===== src/rtl/wb_pkg.sv =====
`default_nettype none
// ============================================================================
//  Module      : wb_pkg
//  Description : Shared types and constants for the integer write-back path:
//                register address width, register count, default data width
//                and the packed queue entry (destination + result).
//  Revision    : 1.0 - initial release
// ============================================================================
package wb_pkg;

  localparam int XLEN_DEFAULT = 32;
  localparam int REG_ADDR_W   = 5;
  localparam int NUM_REGS     = 32;

  // One pending register-file write: destination register and its value
  typedef struct packed {
    logic [REG_ADDR_W-1:0]   rd;
    logic [XLEN_DEFAULT-1:0] data;
  } wb_entry_t;

endpackage
`default_nettype wire


===== src/rtl/wb_fifo.sv =====
`default_nettype none
// ============================================================================
//  Module      : wb_fifo
//  Description : Synchronous FIFO of wb_entry_t with two ordered write ports
//                (port 0 lands ahead of port 1 in the same cycle), one read
//                port with a combinational head, and an occupancy count.
//                The caller guarantees it never pushes more than the free
//                room; a pop on an empty FIFO is ignored.
//  Revision    : 1.0 - initial release
// ============================================================================
module wb_fifo
  import wb_pkg::*;
#(
  parameter int DEPTH = 4
) (
  input  logic                     i_clk,
  input  logic                     i_rst,
  input  logic                     i_wr0_en,
  input  wb_entry_t                i_wr0_data,
  input  logic                     i_wr1_en,
  input  wb_entry_t                i_wr1_data,
  input  logic                     i_rd_en,
  output wb_entry_t                o_rd_data,
  output logic [$clog2(DEPTH):0]   o_count
);

  localparam int c_ptr_w = $clog2(DEPTH);
  localparam int c_cnt_w = c_ptr_w + 1;

  wb_entry_t            r_mem [DEPTH];
  logic [c_ptr_w-1:0]   r_wr_ptr;
  logic [c_ptr_w-1:0]   r_rd_ptr;
  logic [c_cnt_w-1:0]   r_count;

  logic [c_ptr_w-1:0]   w_wr1_slot;
  logic [1:0]           w_n_wr;
  logic                 w_pop;

  // Port 1 sits directly behind port 0 when both write, otherwise at the tail
  assign w_wr1_slot = i_wr0_en ? (r_wr_ptr + c_ptr_w'(1)) : r_wr_ptr;
  assign w_n_wr     = {1'b0, i_wr0_en} + {1'b0, i_wr1_en};
  assign w_pop      = i_rd_en & (r_count != '0);

  // Storage array: data only, no reset needed since occupancy gates visibility
  always_ff @(posedge i_clk) begin
    if (i_wr0_en) r_mem[r_wr_ptr]   <= i_wr0_data;
    if (i_wr1_en) r_mem[w_wr1_slot] <= i_wr1_data;
  end

  // Pointer and occupancy bookkeeping; pointers wrap naturally (power of two)
  always_ff @(posedge i_clk) begin
    if (i_rst) begin
      r_wr_ptr <= '0;
      r_rd_ptr <= '0;
      r_count  <= '0;
    end else begin
      r_wr_ptr <= r_wr_ptr + c_ptr_w'(w_n_wr);
      r_rd_ptr <= r_rd_ptr + c_ptr_w'(w_pop);
      r_count  <= r_count + c_cnt_w'(w_n_wr) - c_cnt_w'(w_pop);
    end
  end

  assign o_rd_data = r_mem[r_rd_ptr];
  assign o_count   = r_count;

endmodule
`default_nettype wire


===== src/rtl/wb_writer.sv =====
`default_nettype none
// ============================================================================
//  Module      : wb_writer
//  Description : Integer register-file write-back stage. Accepts ALU and LSU
//                results, queues them (LSU ahead of ALU when both arrive),
//                drains one write per cycle to the register bank and keeps a
//                per-register busy scoreboard (set at issue, cleared at
//                write-back). Writes to x0 are accepted and dropped.
//  Config      : WB_BYPASS_EN - when defined, a result arriving at an empty
//                queue is written to the register file in the same cycle.
//  Revision    : 1.0 - initial release
// ============================================================================
module wb_writer
  import wb_pkg::*;
#(
  parameter int XLEN  = XLEN_DEFAULT,  // must match the queue entry data width
  parameter int DEPTH = 4              // power of two, >= 2
) (
  input  logic                     i_clk,
  input  logic                     i_rst,
  input  logic                     issue_valid,
  input  logic [REG_ADDR_W-1:0]    issue_rd,
  input  logic                     alu_valid,
  output logic                     alu_ready,
  input  logic [REG_ADDR_W-1:0]    alu_rd,
  input  logic [XLEN-1:0]          alu_data,
  input  logic                     lsu_valid,
  output logic                     lsu_ready,
  input  logic [REG_ADDR_W-1:0]    lsu_rd,
  input  logic [XLEN-1:0]          lsu_data,
  output logic [REG_ADDR_W-1:0]    rd,
  output logic                     rd_write_control,
  output logic [XLEN-1:0]          rd_write_val,
  output logic [NUM_REGS-1:0]      busy,
  output logic [$clog2(DEPTH):0]   wb_count,
  output logic                     full,
  output logic                     empty
);

  localparam int c_cnt_w = $clog2(DEPTH) + 1;

  logic [c_cnt_w-1:0]  w_count;
  logic [c_cnt_w-1:0]  w_free;
  logic [c_cnt_w-1:0]  w_alu_need;
  logic                w_empty;
  logic                w_lsu_nz;
  logic                w_alu_nz;
  logic                w_lsu_acc;
  logic                w_alu_acc;
  logic                w_byp_lsu;
  logic                w_byp_alu;
  logic                w_lsu_enq;
  logic                w_alu_enq;
  logic                w_push0;
  logic                w_push1;
  wb_entry_t           w_lsu_entry;
  wb_entry_t           w_alu_entry;
  wb_entry_t           w_data0;
  wb_entry_t           w_head;
  logic [NUM_REGS-1:0] r_busy;
  logic [NUM_REGS-1:0] w_busy_next;

  assign w_lsu_entry = '{rd: lsu_rd, data: lsu_data};
  assign w_alu_entry = '{rd: alu_rd, data: alu_data};

  // Only nonzero destinations ever occupy a queue slot
  assign w_lsu_nz = lsu_valid & (lsu_rd != '0);
  assign w_alu_nz = alu_valid & (alu_rd != '0);

  // Room is judged on the registered count; the same-cycle pop is not credited
  assign w_free     = c_cnt_w'(DEPTH) - w_count;
  assign w_alu_need = c_cnt_w'(1) + c_cnt_w'(w_lsu_nz);
  assign lsu_ready  = (lsu_rd == '0) | (w_free >= c_cnt_w'(1));
  assign alu_ready  = (alu_rd == '0) | (w_free >= w_alu_need);

  assign w_lsu_acc = w_lsu_nz & lsu_ready;
  assign w_alu_acc = w_alu_nz & alu_ready;

`ifdef WB_BYPASS_EN
  // Empty queue: LSU result goes straight through, else the ALU result
  assign w_byp_lsu = w_empty & w_lsu_acc;
  assign w_byp_alu = w_empty & w_alu_acc & ~w_lsu_acc;
`else
  assign w_byp_lsu = 1'b0;
  assign w_byp_alu = 1'b0;
`endif

  assign w_lsu_enq = w_lsu_acc & ~w_byp_lsu;
  assign w_alu_enq = w_alu_acc & ~w_byp_alu;

  // Compact the two sources onto the ordered write ports: LSU first
  assign w_push0 = w_lsu_enq | w_alu_enq;
  assign w_data0 = w_lsu_enq ? w_lsu_entry : w_alu_entry;
  assign w_push1 = w_lsu_enq & w_alu_enq;

  wb_fifo #(
    .DEPTH (DEPTH)
  ) u_fifo (
    .i_clk      (i_clk),
    .i_rst      (i_rst),
    .i_wr0_en   (w_push0),
    .i_wr0_data (w_data0),
    .i_wr1_en   (w_push1),
    .i_wr1_data (w_alu_entry),
    .i_rd_en    (~w_empty),
    .o_rd_data  (w_head),
    .o_count    (w_count)
  );

  assign w_empty  = (w_count == '0);
  assign empty    = w_empty;
  assign full     = (w_count == c_cnt_w'(DEPTH));
  assign wb_count = w_count;

  // Register-file write port: queue head when occupied, else bypass or idle
  always_comb begin
    rd               = '0;
    rd_write_val     = '0;
    rd_write_control = 1'b0;
    if (!w_empty) begin
      rd               = w_head.rd;
      rd_write_val     = w_head.data;
      rd_write_control = 1'b1;
    end else if (w_byp_lsu) begin
      rd               = lsu_rd;
      rd_write_val     = lsu_data;
      rd_write_control = 1'b1;
    end else if (w_byp_alu) begin
      rd               = alu_rd;
      rd_write_val     = alu_data;
      rd_write_control = 1'b1;
    end
  end

  // Scoreboard update: clear on write-back, then set on issue so set wins
  always_comb begin
    w_busy_next = r_busy;
    if (rd_write_control) w_busy_next[rd] = 1'b0;
    if (issue_valid && (issue_rd != '0)) w_busy_next[issue_rd] = 1'b1;
    w_busy_next[0] = 1'b0;
  end

  // Scoreboard register
  always_ff @(posedge i_clk) begin
    if (i_rst) r_busy <= '0;
    else       r_busy <= w_busy_next;
  end

  assign busy = r_busy;

endmodule
`default_nettype wire

===== config.mk =====
export PLATFORM = sky130hd
export DESIGN_NAME = wb_writer
export DESIGN_NICKNAME = d
export VERILOG_FILES = /design/src/rtl/wb_pkg.sv /design/src/rtl/wb_fifo.sv /design/src/rtl/wb_writer.sv
export SDC_FILE = /design/constraint.sdc
export NUM_CORES = 1
export LEC_CHECK = 0
export ABC_AREA = 1
export BUFFER_PORTS_ARGS = -buffer_cell sky130_fd_sc_hd__buf_2
export CAP_MARGIN = 20
export CELL_PAD_IN_SITES_DETAIL_PLACEMENT = 0
export CELL_PAD_IN_SITES_GLOBAL_PLACEMENT = 1
export CORE_MARGIN = 5
export CORE_UTILIZATION = 41
export CTS_CLUSTER_DIAMETER = 80
export DETAILED_ROUTE_END_ITERATION = 10
export PLACE_DENSITY_LB_ADDON = 0.15
export SETUP_SLACK_MARGIN = 0.15
export SLEW_MARGIN = 20
export SYNTH_ARGS = -nofsm -noshare
export SYNTH_HDL_FRONTEND = slang
export SYNTH_SLANG_ARGS = --single-unit

===== constraint.sdc =====
create_clock -name i_clk -period 4.8 [get_ports i_clk]
set_input_delay 0.48 -clock i_clk [delete_from_list [all_inputs] [get_ports i_clk]]
set_output_delay 0.48 -clock i_clk [all_outputs]
set_load 0.02 [all_outputs]

After elaboration in Yosys (flattened, before gate mapping)
Memory sizes are Yosys's and may differ from the RTL's. A register that Yosys moved wholly into a read port is not among the register bits.
Index checks and enable logic that the tools add are counted.

storage, ports and cells
  register bits after elaboration = 39
  RAM bits = 148
  input port bits = 84
  output and inout bits = 77
  logic and storage cells = 60
  memories kept = 1

memory list
  name          depth  width  rd ports  clocked after memory_dff  write ports  RTL line       source
  u_fifo.r_mem  4      37     1         1                         2            wb_fifo.sv:30  wb_entry_t r_mem [DEPTH];

cells by class
  add/sub/neg operators = 8
  order comparisons = 6
  equality and inequality tests = 1
  multiplexer cells = 16
  bitwise logic cells = 13
  reduce and logical (&&, ||, !) cells = 10

operators with widths
  operator             count
  $mux 32              3
  $mux 37              1
  $and 32x32->32       1
  $not 32->32          1
  $or 32x32->32        1
  $reduce_bool 5->1    3
  $lt 5x6->1 const B   2
  $demux 1 s5          2
  $ge 5x1->1 const B   2
  $logic_not 5->1      2
  $mux 1               7
  $and 1x1->1          6
  $mux 5               1
  $mux 2               2
  $add 3x2->3          1
  $eq 3x3->1 const B   1
  $ge 3x1->1 const B   1
  $ge 3x2->1           1
  $logic_and 1x1->1    3
  $logic_not 3->1      1
  $or 1x1->1           3
  $reduce_bool 3->1    1
  $sub 3x1->3          1
  $sub 3x3->3 const A  1
  6 further kinds      6

Depth between registers and ports, before layout
Gate-level depths: netlist of the first run.

  depth after elaboration = 11
  mapped depth = 18
  gate-level depth less buffers = 16

Hierarchy
From an unflattened synthesis of the first run, not the netlist that was laid out.

unflattened totals
  cells, all modules = 1344
  area total of the unflattened synthesis = 10483.8 um^2

modules (own cells, without submodules)
  module     instances  cells each  area an instance (um^2)  seq. area each (um^2)
  wb_fifo    1          924         8154.1                   4584.4
  wb_writer  1          420         2329.7                   620.6

Least setup slack after synthesis of the first run
No wires, ideal clock.

  path kind = register to register
  start = reg u_fifo.r_count[0] (netlist: u_fifo.o_count[0])
  end = mem u_fifo.r_mem[0][0] in the netlist's numbering, enable pin
  setup time = 0.439 ns
  data arrival time = 3.729 ns
  required time = 4.361 ns
  path slack = 0.632 ns
  stages on the path, launching flop included = 11
  path buffers = 3
  period minus slack after synthesis = 4.168 ns
  cells stage by stage = dfxtp_1 > inv_1 > ha_1 > ha_1 > nand3_1 > nand3_2 > buf_2 > buf_2 > ha_1 > buf_4 > o21bai_1

RTL lines
  what                    RTL line       source
  from (decl)             wb_fifo.sv:33  logic [c_cnt_w-1:0] r_count;
  from (signal assigned)  wb_fifo.sv:59  r_count <= r_count + c_cnt_w'(w_n_wr) - c_cnt_w'(w_pop);
  to (decl)               wb_fifo.sv:30

==> flow_summary.yaml, run 1 <==
setup_path:
  slowest_stage: "buf_4"
  arrival_ns: 3.79
  crit_family: "simple AND/OR/NAND/NOR gates"
  crit_required_ns: 4.95
  worstSetupPathType: "in2reg"
  slowest_delay_ns: 0.62
  crit_fanout: 74
  cp.buffers_inverters: 3
  cp-end-kind: "flop"
  cp_cell_sequence: "buf_2, nor2_1, nand3_1, nand2_1, ha_1, o22ai_1, nand4_1, nand2_1, ha_1, xor2_2, inv_2, nor3_4, buf_4, o21ai_0"
  critPathLaunchType: "input pin"
logic_synthesis:
  ys_types: 33
  synth_xor_area_share_pct: 0.5244
  syn_avg_cell_area_um2: 8.491
  synthTopCellsByArea: "edfxtp_1 (45%), nand2_1 (9.8%), o21ai_0 (8.5%)"
  synthSimpleGateAreaFrac_pct: 21.27
  synth_fa_ha_area_share_pct: 2.379
  ys_dominant_reg_cell: "edfxtp_1"
  synth-seq-cells: 186
  synth_area_leader_cell: "edfxtp_1"
  synth_area_um2: 9782
  yosysSeqAreaShare_pct: 53.21
  synth_nets: 1254
  synth-edff-count: 148
  synth-compound-area-share_pct: 16.58
  synthCells: 1152
  synth.area.mux_share_pct: 0
  synth_top_family_by_area: "simple AND/OR/NAND/NOR gates"
  synth_top_area_share_pct: 45.43
  async_reset_ff_share_pct: 0
  ys_warn_count: 0
power:
  sw_frac_of_total_pct: 44.53
  powerDensity_nw_per_um2: 700.0
  p_switching_mw: 3.550
  ir_drop_mv: 0.2846
  clkPwrFrac_pct: 17.9
  power_frac_comb_pct: 47.8
  internal_power_mw: 4.423
  power.total_mw: 7.972
  power.leakage_nw: 4.245
  pwr-share-seq_pct: 34.3
placed_design:
  dp.final_hpwl_mm: 17.29
  place_inst: 1572
  io_buffers: 159
  place.gp.congestion: 0.8140
sta:
  relSlewSlack_pct: 25.80
  final-max-slew-violation-count: 0
  skew_ns: 0.02222
  rsz0062_at_grt: "no"
  final.setup.tns_ns: 0
  final.min_clock_period_ns: 3.641
  worstMarginPinSlew_ns: 1.110
  finalHoldViolations: 0
  setup_viol: 0
  fmax_mhz: 274.6
  hold_slack_ns: 0.3778
  fin_crit_sh_pct: 75.86
clock_tree:
  cts_sinks: 186
  clock_latency_ns: 0.44
  ctsResizeCount: 0
  post_cts_buffers: 0
  cts_root_buffer: "clkbuf_16"
  clock_path_buffers: 2
  clk_pin_slew_worst_paths_ns: 0.07
  htreeDepth: 4
  cts_hold_buf: 0
  cts_tree: "yes"
  cts_made_buffers: 17
floorplanning:
  ios: 161
  die_x_um: 164.5
  core_um2: 23470
  rows: 56
  start_util_pct: 41.67
  die_h_um: 164.5
  fp.dieArea_um2: 27050
cells_and_area:
  drive_gt1_share_pct: 20.08
  area_growth_syn_to_layout_pct: 16.44
  fin_nets: 1374
  n_fill_cell: 2314
  fin_cells: 1604
  n_antenna_cell: 0
  final_common_cell: "nand2_1"
  layout_common_cells: "nand2_1 (256), o21ai_0 (166), buf_2 (159), edfxtp_1 (148), nor2_1 (146)"
drt:
  routedWlPerCell_um: 17.33
  ant_nets: 0
  wl_mm: 27.80
  viasPerCell: 5.139
  route.detailed.drc: 0
  num_vias: 8243
  detail_route.iter0.violations: 528
  drt-pass1-iter-count: 5
global_route:
  grt_remaining_overflow: 0
  grt_usage_pct: 21.00
  antenna_found_initial: 1
  grt_max_degree: 75
  grt_pass1_wl_mm: 43.93
  grt_pass1_vias: 8084
run:
  max_cap_viol_count: 0
run_status:
  status: "finished clean"
min_path:
  hold_path_class: "in2reg"
-- flip-flops by register name (all words and copies together), names as in the netlist --
name	flops
u_fifo.r_wr_ptr	2
u_fifo.r_rd_ptr	2
busy	31
u_fifo.o_count	3
u_fifo.r_mem	148
-- routing by layer --
metal / GRT usage [%] / vias up / wire length (um)
met4: 5.747 / 2 / 312
met3: 3.718 / 32 / 1527
met5: 0 / - / 13
met1: 27.79 / 3805 / 12470
met2: 35.68 / 253 / 13470
li1: - / 4151 / -
-- cells in the mapped netlist (10+ instances only) --
cell and count:
nand2_1 256, o21ai_0 166, edfxtp_1 148, nor2_1 146, o21ai_1 86, a21oi_1 63, inv_1 44, nand3_1 42
dfxtp_1 38, or2_2 29, buf_2 25, clkbuf_1 25, ha_1 17, buf_4 10
-- logic make-up after synthesis --
family          Yosys count
compound gates          321
fa+ha+maj                18
other cells               1
flops                   186
simple gates            499
xor+xnor                  5
buf+inv                 122
-- stage by stage --
| stage | util (%) | worst slack (ns) | cell area, um2 |
|---|---|---|---|
| finish | 48.52 | 1.159 | 11390 |
| global route | 48.52 | 0.8191 | 11390 |
| CTS | 48.52 | 1.157 | 11390 |
| detailed placement | 45.99 | 0.7111 | 10790 |
| global placement | 45.99 | 0.7775 | 10790 |
| floorplan | - | 0.6325 | 9782 |
-- worst paths after layout --
path                          start             endpoint  slack (ns)  cells past startpoint
hold / removal         alu_data[19]  u_fifo.r_mem[1][19]        0.38                      3
hold reg to reg            busy[23]             busy[23]        0.46                      2
setup / recovery          lsu_rd[3]  u_fifo.r_mem[0][14]        1.16                     14
setup reg to reg  u_fifo.o_count[0]  u_fifo.r_mem[1][25]        1.22                     12
-- final cells by class --
type,instances,area [um2],area share [%]
tap,319,399.1,3.504
timing repair buffer,176,948.4,8.327
clock inverter,12,116.4,1.022
multi-input combinational,844,4063,35.67
clock buffer,20,479.2,4.207
inverter,47,176.4,1.549
sequential,186,5207,45.72
-- worst min-delay path, stage by stage --
cell,delay [ns]
buf_2,0.12
nand2_1,0.05
o21ai_1,0.06
-- power by group through the flow --
stage / Clock (mW) / Sequential, mW / Combinational (mW)
2_1_floorplan: 0 / 2.75 / 2.58
3_3_place_gp: 0 / 2.77 / 3.81
3_5_place_dp: 0 / 2.77 / 3.86
4_1_cts: 1.45 / 2.74 / 3.87
5_1_grt: 1.51 / 2.78 / 4.26
6_report: 1.43 / 2.73 / 3.81
(Power assumes the default switching activity.)
==> run 2, diff against run 1 <==
==> constraint.sdc (replaced) <==
create_clock -name i_clk -period 3.65 [get_ports i_clk]
set_input_delay 0.365 -clock i_clk [delete_from_list [all_inputs] [get_ports i_clk]]
set_output_delay 0.365 -clock i_clk [all_outputs]
set_load 0.02 [all_outputs]
==> run 2 against run 1 <==
- non-clock buffer count rose by 3
- worst setup slack got worse by 0.71 ns
- sequential power rose by 31%
- wire length fell by 2.1%
- global-route usage fell by 0.74 points
- flip-flop and latch count did not move
- largest cell class unchanged
- largest power group unchanged
- highest routed layer unchanged
==> flow_summary.yaml, run 2 (synthesis gave the netlist of run 1 again) <==
run_status:
  status: "finished clean"
cells_and_area:
  n_fill_cell: 2281
  n_antenna_cell: 0
  layout_common_cells: "nand2_1 (256), o21ai_0 (166), buf_2 (159), edfxtp_1 (148), nor2_1 (146)"
  fin_cells: 1607
  final_common_cell: "nand2_1"
  largest_register_ffs: 148
  area_growth_syn_to_layout_pct: 16.97
  fin_nets: 1377
  fin_util_pct: 48.75
  largest_register: "u_fifo.r_mem"
  drive_gt1_share_pct: 20.19
  final_cell_area_um2: 11440
min_path:
  hp-start: "alu_data[18]"
  whs_path_depth: 3
  whs_endpoint: "u_fifo.r_mem[0][18]"
  hold_path_class: "in2reg"
power:
  sw_frac_of_total_pct: 44.47
  ir_drop_mv: 0.4045
  power.total_mw: 10.48
  power_frac_comb_pct: 48.4
  pwr-share-seq_pct: 34.0
  power.leakage_nw: 4.249
  powerDensity_nw_per_um2: 915.9
  clkPwrFrac_pct: 17.6
  internal_power_mw: 5.819
  p_switching_mw: 4.661
sta:
  relSlewSlack_pct: 40.04
  fmax_mhz: 311.9
  setup_viol: 0
  fin_crit_sh_pct: 87.85
  final.min_clock_period_ns: 3.206
  skew_ns: 0.01671
  final-max-slew-violation-count: 0
  finalHoldViolations: 0
  rsz0062_at_grt: "no"
  worstMarginPinSlew_ns: 0.8994
  layout_setup_ws_ns: 0.4436
  hold_slack_ns: 0.2723
  final.setup.tns_ns: 0
clock_tree:
  post_cts_buffers: 0
  clock_path_buffers: 2
  ctsResizeCount: 0
  cts_tree: "yes"
  cts_made_buffers: 17
  clock_latency_ns: 0.43
  cts_hold_buf: 0
  cts_root_buffer: "clkbuf_16"
  cts_sinks: 186
  htreeDepth: 4
  clk_pin_slew_worst_paths_ns: 0.08
global_route:
  antenna_found_initial: 1
  grt_max_degree: 76
  grt_pass1_wl_mm: 42.27
  grt_remaining_overflow: 0
  grt_usage_pct: 20.26
  grt_pass1_vias: 7629
placed_design:
  place_inst: 1575
  place.gp.congestion: 0.8086
  postPlaceCellArea_um2: 10850
  io_buffers: 159
  dp_slack_ns: 0.2818
  dp.final_hpwl_mm: 17.48
setup_path:
  cp.buffers_inverters: 3
  reg2reg_depth: 11
  arrival_ns: 3.33
  crit_fanout: 21
  crit_family: "adder cells"
  rr_endpoint: "u_fifo.r_mem[2][3]"
  crit_top_cell: "ha_1"
  cp-end-kind: "flop"
  worstSetupPathType: "reg2reg"
  crit_required_ns: 3.77
  cp_num_cells: 11
  ff2ff_setup_slack_ns: 0.44
  critPathLaunchType: "flop"
  slowest_stage: "o21bai_4"
  slowest_delay_ns: 0.36
  regToRegStartpoint: "u_fifo.o_count[0]"
  cp_cell_sequence: "inv_1, ha_1, ha_2, nand3_1, nand3_2, ha_1, xor2_2, inv_2, nor3_4, o21bai_4, buf_12"
floorplanning:
  die_x_um: 164.5
  fp.dieArea_um2: 27050
  start_util_pct: 41.67
  core_um2: 23470
  rows: 56
  die_h_um: 164.5
  ios: 161
drt:
  viasPerCell: 5.086
  routedWlPerCell_um: 16.94
  route.detailed.drc: 0
  num_vias: 8174
  detail_route.iter0.violations: 607
  wl_mm: 27.23
  drt-pass1-iter-count: 6
  ant_nets: 0
run:
  max_cap_viol_count: 0
run 2: layout make-up:
| class | instances | area (um2) | share of cell area (%) |
|---|---|---|---|
| multi-input cells | 844 | 4063 | 35.51 |
| clock inverters | 14 | 158.9 | 1.389 |
| well taps | 319 | 399.1 | 3.488 |
| clock buffers | 18 | 429.2 | 3.751 |
| repair buffers | 179 | 1008 | 8.814 |
| flip-flops and latches | 186 | 5207 | 45.51 |
| inverters | 47 | 176.4 | 1.542 |
run 2: tightest hold or removal path: stages:
cell and delay (ns):
buf_2 0.12, nand2_1 0.05, o21ai_0 0.06
run 2: worst max path at each step:
stage	start	end
finish	u_fifo.o_count[0]	u_fifo.r_mem[2][3]
global route	u_fifo.o_count[0]	u_fifo.r_mem[3][2]
CTS	u_fifo.o_count[0]	u_fifo.r_mem[2][3]
detailed placement	lsu_rd[3]	u_fifo.r_mem[2][1]
global placement	lsu_rd[3]	u_fifo.r_mem[2][1]
floorplan	u_fifo.o_count[0]	u_fifo.r_mem[0][0]
run 2: layer usage:
metal	GRT usage, %	vias to the layer above	wire, um
met5	0	-	13
met4	4.461	2	344
met3	3.843	23	1670
met2	34.38	239	13270
met1	27.15	3755	11920
li1	-	4155	-
run 2: power groups by stage:
stage / clock network, mW / registers (mW) / logic (mW)
finish: 1.84 / 3.57 / 5.07
global route: 1.98 / 3.62 / 5.70
CTS: 1.88 / 3.57 / 5.17
detailed placement: 0 / 3.62 / 5.15
global placement: 0 / 3.60 / 5.07
floorplan: 0 / 3.59 / 3.42
